[config.mk]
export PLATFORM = sky130hd
export DESIGN_NAME = mem_arbiter
export DESIGN_NICKNAME = d
export VERILOG_FILES = /design/src/rtl/mem_arbiter.sv
export SDC_FILE = /design/constraint.sdc
export NUM_CORES = 1
export LEC_CHECK = 0
export CAP_MARGIN = 20
export CORE_MARGIN = 1
export CORE_UTILIZATION = 53
export DETAILED_ROUTE_END_ITERATION = 10
export HOLD_SLACK_MARGIN = 0.15
export PLACE_DENSITY = 0.86
export SLEW_MARGIN = 5
export SYNTH_ARGS = -nofsm -noshare
export SYNTH_HDL_FRONTEND = slang
export SYNTH_SLANG_ARGS = --single-unit
[constraint.sdc]
create_clock -name clk -period 6.2 [get_ports clk]
set_input_delay 0.93 -clock clk [delete_from_list [all_inputs] [get_ports clk]]
set_output_delay 0.93 -clock clk [all_outputs]
set_load 0.02 [all_outputs]
[src/rtl/mem_arbiter.sv]
// ---------------------------------------------------------------------------
// mem_arbiter
//   Shares a single-port, byte-wide synchronous RAM between the instruction
//   fetch stage (always 32-bit reads) and the memory stage (8/16/32-bit
//   loads and stores). Each access is split into consecutive byte cycles.
//   Data is assembled or disassembled little-endian.
//
// Ports
//   clk, rst            clock, synchronous active-high reset
//   if_req/if_addr      fetch request (level) and byte address
//   if_data/if_done     fetched word (registered) and one-cycle done pulse
//   mem_req/mem_wr      load/store request (level); 1 = store
//   mem_len             0 byte, 1 half, 2/3 word
//   mem_addr/mem_wdata  load/store byte address and store data
//   mem_rdata/mem_done  zero-extended load data and one-cycle done pulse
//   ram_a/ram_wr        RAM byte address and write strobe
//   ram_dout/ram_din    byte to RAM / byte from RAM (valid one cycle after
//                       its address)
//   o_dbg_state         current FSM state, for observation only
//
// Handshake: a requester raises req and holds it, with its address and data,
// until it sees its done pulse. Address, length and data are latched at the
// acceptance edge, so later input changes have no effect. The requester must
// drop req by the edge after done; a req still high in IDLE counts as a new
// request. mem_req wins over if_req because the memory-stage instruction is
// older.
// ---------------------------------------------------------------------------
module mem_arbiter #(
   parameter int ADDR_W = 17
) (
   input  logic              clk,
   input  logic              rst,
   input  logic              if_req,
   input  logic [31:0]       if_addr,
   output logic [31:0]       if_data,
   output logic              if_done,
   input  logic              mem_req,
   input  logic              mem_wr,
   input  logic [1:0]        mem_len,
   input  logic [31:0]       mem_addr,
   input  logic [31:0]       mem_wdata,
   output logic [31:0]       mem_rdata,
   output logic              mem_done,
   output logic [ADDR_W-1:0] ram_a,
   output logic              ram_wr,
   output logic [7:0]        ram_dout,
   input  logic [7:0]        ram_din,
   output logic [1:0]        o_dbg_state
);

   typedef enum logic [1:0] {
      S_IDLE  = 2'd0,
      S_READ  = 2'd1,
      S_WRITE = 2'd2,
      S_DONE  = 2'd3
   } state_t;

   state_t              r_state;
   logic [ADDR_W-1:0]   r_addr;
   logic [31:0]         r_wdata;
   logic [31:0]         r_buf;
   logic [2:0]          r_nbytes;
   logic [2:0]          r_idx;     // byte cycle index, 0 in cycle 1
   logic                r_is_mem;

   logic [2:0]          w_mem_n;
   logic [2:0]          w_next_idx;
   logic [ADDR_W-1:0]   w_next_a;
   logic                w_more;
   logic [1:0]          w_lane;
   logic [31:0]         w_merged;
   logic [7:0]          w_wbyte;
   logic                w_unused;

   // Upper address bits are deliberately discarded by truncation.
   assign w_unused = ^{if_addr[31:ADDR_W], mem_addr[31:ADDR_W]};

   always_comb begin
      w_mem_n = 3'd4;
      case (mem_len)
         2'd0:    w_mem_n = 3'd1;
         2'd1:    w_mem_n = 3'd2;
         default: w_mem_n = 3'd4;
      endcase
   end

   assign w_next_idx = r_idx + 3'd1;
   // Wraps naturally modulo 2^ADDR_W.
   assign w_next_a   = r_addr + {{(ADDR_W-3){1'b0}}, w_next_idx};
   assign w_more     = (w_next_idx < r_nbytes);
   // RAM read latency is one cycle, so the byte arriving now belongs to the
   // address issued in the previous cycle.
   assign w_lane     = r_idx[1:0] - 2'd1;
   assign w_wbyte    = r_wdata[{w_next_idx[1:0], 3'b000} +: 8];

   always_comb begin
      w_merged = r_buf;
      w_merged[{w_lane, 3'b000} +: 8] = ram_din;
   end

   assign o_dbg_state = r_state;

   always_ff @(posedge clk) begin
      if (rst) begin
         r_state   <= S_IDLE;
         r_addr    <= '0;
         r_wdata   <= '0;
         r_buf     <= '0;
         r_nbytes  <= '0;
         r_idx     <= '0;
         r_is_mem  <= 1'b0;
         if_data   <= '0;
         if_done   <= 1'b0;
         mem_rdata <= '0;
         mem_done  <= 1'b0;
         ram_a     <= '0;
         ram_wr    <= 1'b0;
         ram_dout  <= '0;
      end else begin
         if_done  <= 1'b0;
         mem_done <= 1'b0;
         case (r_state)
            S_IDLE: begin
               r_idx <= '0;
               r_buf <= '0;
               if (mem_req) begin
                  r_is_mem <= 1'b1;
                  r_addr   <= mem_addr[ADDR_W-1:0];
                  r_wdata  <= mem_wdata;
                  r_nbytes <= w_mem_n;
                  ram_a    <= mem_addr[ADDR_W-1:0];
                  if (mem_wr) begin
                     r_state  <= S_WRITE;
                     ram_wr   <= 1'b1;
                     ram_dout <= mem_wdata[7:0];
                  end else begin
                     r_state  <= S_READ;
                  end
               end else if (if_req) begin
                  r_is_mem <= 1'b0;
                  r_addr   <= if_addr[ADDR_W-1:0];
                  r_wdata  <= '0;
                  r_nbytes <= 3'd4;
                  ram_a    <= if_addr[ADDR_W-1:0];
                  r_state  <= S_READ;
               end
            end

            S_READ: begin
               r_idx <= w_next_idx;
               if (r_idx != 3'd0) r_buf <= w_merged;
               ram_a <= w_more ? w_next_a : '0;
               // Final byte lands now; publish it with the done pulse.
               if (r_idx == r_nbytes) begin
                  r_state <= S_DONE;
                  if (r_is_mem) begin
                     mem_rdata <= w_merged;
                     mem_done  <= 1'b1;
                  end else begin
                     if_data   <= w_merged;
                     if_done   <= 1'b1;
                  end
               end
            end

            S_WRITE: begin
               r_idx <= w_next_idx;
               if (w_more) begin
                  ram_a    <= w_next_a;
                  ram_dout <= w_wbyte;
               end else begin
                  ram_a    <= '0;
                  ram_wr   <= 1'b0;
                  ram_dout <= '0;
                  r_state  <= S_DONE;
                  mem_done <= 1'b1;
               end
            end

            S_DONE: begin
               r_state <= S_IDLE;
            end

            default: r_state <= S_IDLE;
         endcase
      end
   end

endmodule

# Word level (Yosys, flattened, before mapping)

Index checks and enable logic that the tools add are counted.

Register bits: 182
Output and inout bits: 94
Logic and storage cells: 87

$add $sub $neg: 4
Magnitude comparators: 1
Equal/unequal tests: 11
Shifts and indexed selects: 3
Multiplexer cells: 34
Bitwise gates (word level): 3
Reduce and logical (&&, ||, !) cells: 17

Operator list:

| cell                                                 | number |
|---|---|
| 2-to-1 mux 32 bit                                    | 3 |
| case mux 32 bit (2 select lines)                     | 1 |
| 2-to-1 mux 17 bit                                    | 3 |
| case mux 17 bit (2 select lines)                     | 1 |
| bitwise mux 32 bit                                   | 1 |
| variable shift 8 x 7 -> 32 bit, first input constant | 1 |
| indexed part select 32 x 6 -> 8 bit                  | 1 |
| indexed part select 8 x 7 -> 32 bit                  | 1 |
| 2-to-1 mux 8 bit                                     | 3 |
| adder 17 x 3 -> 17 bit                               | 1 |
| case mux 8 bit (2 select lines)                      | 1 |
| case mux 3 bit (2 select lines)                      | 2 |
| AND reduction 3 bit                                  | 4 |
| 2-to-1 mux 2 bit                                     | 5 |
| != test 2 bit, second input constant                 | 5 |
| 2-to-1 mux 1 bit                                     | 9 |
| case mux 2 bit (4 select lines)                      | 1 |
| nonzero test 2 bit                                   | 4 |
| negation 5 -> 7 bit                                  | 1 |
| 2-to-1 mux 3 bit                                     | 2 |
| AND reduction 2 bit                                  | 3 |
| equality test 2 x 1 -> 1 bit, second input constant  | 2 |
| equality test 2 bit, second input constant           | 2 |
| logical NOT 2 bit                                    | 2 |
| other kinds (11)                                     | 14 |

# Depth between registers and ports, before layout

Depth after elaboration: 6
Gate-level depth with buffers: 11

# Worst setup path before layout

OpenSTA, ideal clock, no wires.

Kind: reg-to-reg
Start point: register r_idx[0]
End point: register ram_a[15]
Library setup time: 0.086 ns
Arrival time: 2.614 ns
Required time: 6.114 ns
Slack: 3.500 ns
Cell stages (with the launch flop): 11
Path buffers: 2
Clock period less this slack: 2.700 ns
Path through: dfxtp_1 -> ha_1 -> clkbuf_1 -> clkbuf_1 -> xor2_1 -> ha_1 -> o211ai_1 -> or2_2 -> nor3b_1 -> o21ai_0 -> a211oi_1

Cells in the longest elaborated chain, start to end: 4

Ends and longest elaborated chain:

| what                                                                | line     | source |
|---|---|---|
| from (decl)                                                         | 63       | `logic [2:0] r_idx;` |
| from (signal assigned)                                              | 150      | `r_idx <= w_next_idx;` |
| from (signal assigned)                                              | 167      | `r_idx <= w_next_idx;` |
| adder 3 x 1 -> 3 bit *                                              | 87       | `assign w_next_idx = r_idx + 3'd1;` |
| adder 17 x 3 -> 17 bit / < comparator 3 bit (equally long branches) | 89, 90   |  |
| 2-to-1 mux 17 bit *                                                 | 152, 168 |  |
| case mux 17 bit (2 select lines) *                                  | 122      | `case (r_state)` |
| to (signal assigned)                                                | 131      | `ram_a <= mem_addr[ADDR_W-1:0];` |
| to (signal assigned)                                                | 152      | `ram_a <= w_more ? w_next_a : '0;` |
| to (signal assigned)                                                | 169      | `ram_a <= w_next_a;` |
| to (decl)                                                           | 44       | `output logic [ADDR_W-1:0] ram_a,` |

Mark *: on every way between the ends. The rest lies on a longest branch, timed or not.
A chain may end at the register's enable or synchronous reset.

# Worst setup path after layout

Same ends and word-level chain as after synthesis.

==> results.yml <==
floorplan:
  die-height_um: 124
  fp-row-count: 44
  io_pins: 205
  floorplan.initialDensity: 0.545
  fp.dieW_um: 124
  core_area_mm2: 0.0145
  dieArea_mm2: 0.0154
clock_tree:
  clock_tree_from_tritoncts: "built"
  tritoncts.num_buffers: 17
  cts_clk_pin_slew_worst_paths_ns: 0.06
  cts.repair_timing.setup_buffer_count: 0
  latest_clock_arrival_within_the_worst_skew_pair_ns: 0.44
  post_cts.resized_instances: 0
  numClockSinks: 182
  clock_tree.htree_level_count: 4
  cts_root_buffer: "clkbuf_16"
  holdBufCountCts: 0
  worst_case_clock_buffer_depth: 2
timing:
  fin_setup_tns_ns: 0
  setup_viol: 0
  timing.final.max_slew_violations: 0
  unrepaired_setup_endpoints_after_global_routing: "no"
  layout_min_cycle_time_ns: 3.85
  period_share: 0.621
  finalClockSkew_ns: 0.00997
  worst_pin_slew_ns: 0.913
  final-hold-violation-count: 0
  maxClockFrequency_ghz: 0.260
  fin_hold_ws_ns: 0.453
  relSlewSlack: 0.390
run:
  max_cap_violations: 0
critical_path:
  ws_path_type: "flip-flop to flip-flop"
  worst_path_maximum_fanout: 19
  setup.worst_path.end_class: "flip-flop"
  cp_data_arrival_time_ns: 4.19
  crit_required_ns: 6.55
  start_kind: "flip-flop"
cells_and_area:
  design.final.nets: 1198
  finalCoreUtilization: 0.712
  layout_commonest_cell: "nor2_1"
  layout-drive-gt1-share: 0.0582
  leading_cell_types_in_the_layout_fill_and_taps_excluded: "189 x nor2_1, 182 x dfxtp_1, 172 x clkdlybuf4s50_1"
  flow.area_growth_from_synthesis_pct: 30.6
  layoutNonFillerInstCount: 1267
  antenna-diode-count: 0
synthesis:
  syn_avg_cell_area_um2: 8.45
  post-synth-top-area-cell: "dfxtp_1"
  synthFlopType: "dfxtp_1"
  synth.top_cells.by_area: "dfxtp_1 46%, nor2_1 9.0%, a211oi_1 8.5%"
  syn-num-nets: 1066
  synthesis.instances: 938
  synthArstFlopShare: 0
  area_of_the_mapped_netlist_mm2: 0.00792
  synth_enable_flop_cells: 0
  post-synth-top-area-fraction: 0.460
  post_synth_num_cell_types: 41
  synth_seq_cells: 182
  synthesis.yosys.warnings: 0
  yosysSeqAreaShare: 0.460
detailed_routing:
  drt-wirelength-per-cell_um: 16.0
  drt_first_pass_iters: 5
  drt.antenna.violating_nets: 0
  detailroute.via_count: 7201
  wl_mm: 20.3
  starting_drc_count_in_detailed_routing: 542
  routed_via_density: 5.68
  drt_drc_violations_left: 0
global_routing:
  antenna_found_initial: 0
  global_route.overflow_total: 0
  grt_util_all_layers: 0.264
  first_global_vias: 6796
  first_pass_grt_wire_length_mm: 33.3
  maximum_number_of_pins_on_one_net_before_global_route_repair: 112
power_and_ir_drop:
  power_leakage_nw: 3.75
  power.clock.fraction: 0.249
  power.share.combinational: 0.399
  switchingPower_mw: 1.73
  power_report.internal_total_mw: 2.84
  power_density_mw_per_mm2: 442
  worst_ir_drop_vdd_mv: 0.274
  switching_share: 0.379
  part_of_the_power_in_registers: 0.352
worst_hold_path:
  worst_hold_path_type: "flip-flop to flip-flop"
placement:
  dp_hpwl_mm: 13.3
  port-buffer-count: 174
  placedCellCount: 1232
  globalplace.congestion: 0.832
run_status:
  run_status: "finished, final reports clean"
[flip-flops by register name, indices dropped and copies added (netlist names)]
register	cells
r_is_mem	1
r_nbytes	3
r_idx	3
ram_a	17
r_wdata	32
r_addr	17
o_dbg_state	2
ram_wr	1
if_data	32
ram_dout	8
r_buf	32
mem_rdata	32
if_done	1
mem_done	1
[worst max-delay path, stage by stage (launching register included)]
cell and delay (ns):
dfxtp_1 0.88, inv_1 0.23, ha_1 0.92, ha_1 0.38
a211oi_1 0.63, nor2_1 0.17, a21boi_0 0.20, o21ai_0 0.14
a211oi_1 0.21
[logic make-up after synthesis]
kind of cell    count (synthesis)  synth area share
compound gates                256             0.202
flops                         182             0.460
xor+xnor                       13            0.0144
simple gates                  353             0.201
buf+inv                        90            0.0477
fa+ha+maj                      17            0.0278
mux                            27            0.0467
[layout make-up]
type | instances | area, µm²
fill | 1134 | 4190
multi-input combinational | 666 | 3930
sequential | 182 | 3640
timing repair buffer | 186 | 1860
clock buffer | 20 | 447
tap | 184 | 230
clock inverter | 12 | 178
inverter | 17 | 63.8
[layer usage]
metal	GRT usage	vias to the layer above	wire, µm
li1	-	3564	-
met3	0.0515	34	1130
met2	0.422	223	9660
met4	0.103	0	417
met1	0.351	3380	9060
met5	0	-	0
[through the flow]
stage	power [mW]	setup slack [ns]	instance area, µm²
5_1_grt	4.84	2.00	10300
3_3_place_gp	3.39	2.14	9670
6_report	4.57	2.35	10300
2_1_floorplan	2.78	3.50	7920
4_1_cts	4.57	2.06	10300
3_5_place_dp	3.43	2.08	9670
[path summary, 6_finish.rpt]
path,endpoint,slack [ns],cells past startpoint,from
min,r_wdata[31],0.45,2,r_wdata[31]
min reg2reg,r_wdata[31],0.45,2,r_wdata[31]
max reg2reg,ram_a[15],2.35,8,r_idx[0]
max,ram_a[15],2.35,8,r_idx[0]
[synthesized netlist by cell type, types with 3 or more instances]
library cell and instances:
a222oi_1 6, nand3_1 36, and4_1 4, ha_1 16
buf_4 5, o21ai_1 3, xor2_1 11, buf_2 17
nor3b_1 4, a31oi_1 28, a21oi_1 98, nor2_1 189
nor2b_1 46, inv_1 17, nor3_1 14, buf_1 4
dfxtp_1 182, o21a_1 5, nand2_1 46, clkbuf_1 47
o21ai_0 18, mux4_2 8, mux2i_1 19, a211oi_1 90
[power groups by stage]
| stage | Sequential [mW] | Combinational, mW | Clock (mW) |
|---|---|---|---|
| finish | 1.61 | 1.83 | 1.14 |
| global route | 1.64 | 1.99 | 1.21 |
| CTS | 1.61 | 1.81 | 1.15 |
| detailed placement | 1.63 | 1.80 | 0 |
| global placement | 1.62 | 1.77 | 0 |
| floorplan | 1.78 | 1.00 | 0 |
(Power assumes the default switching activity.)
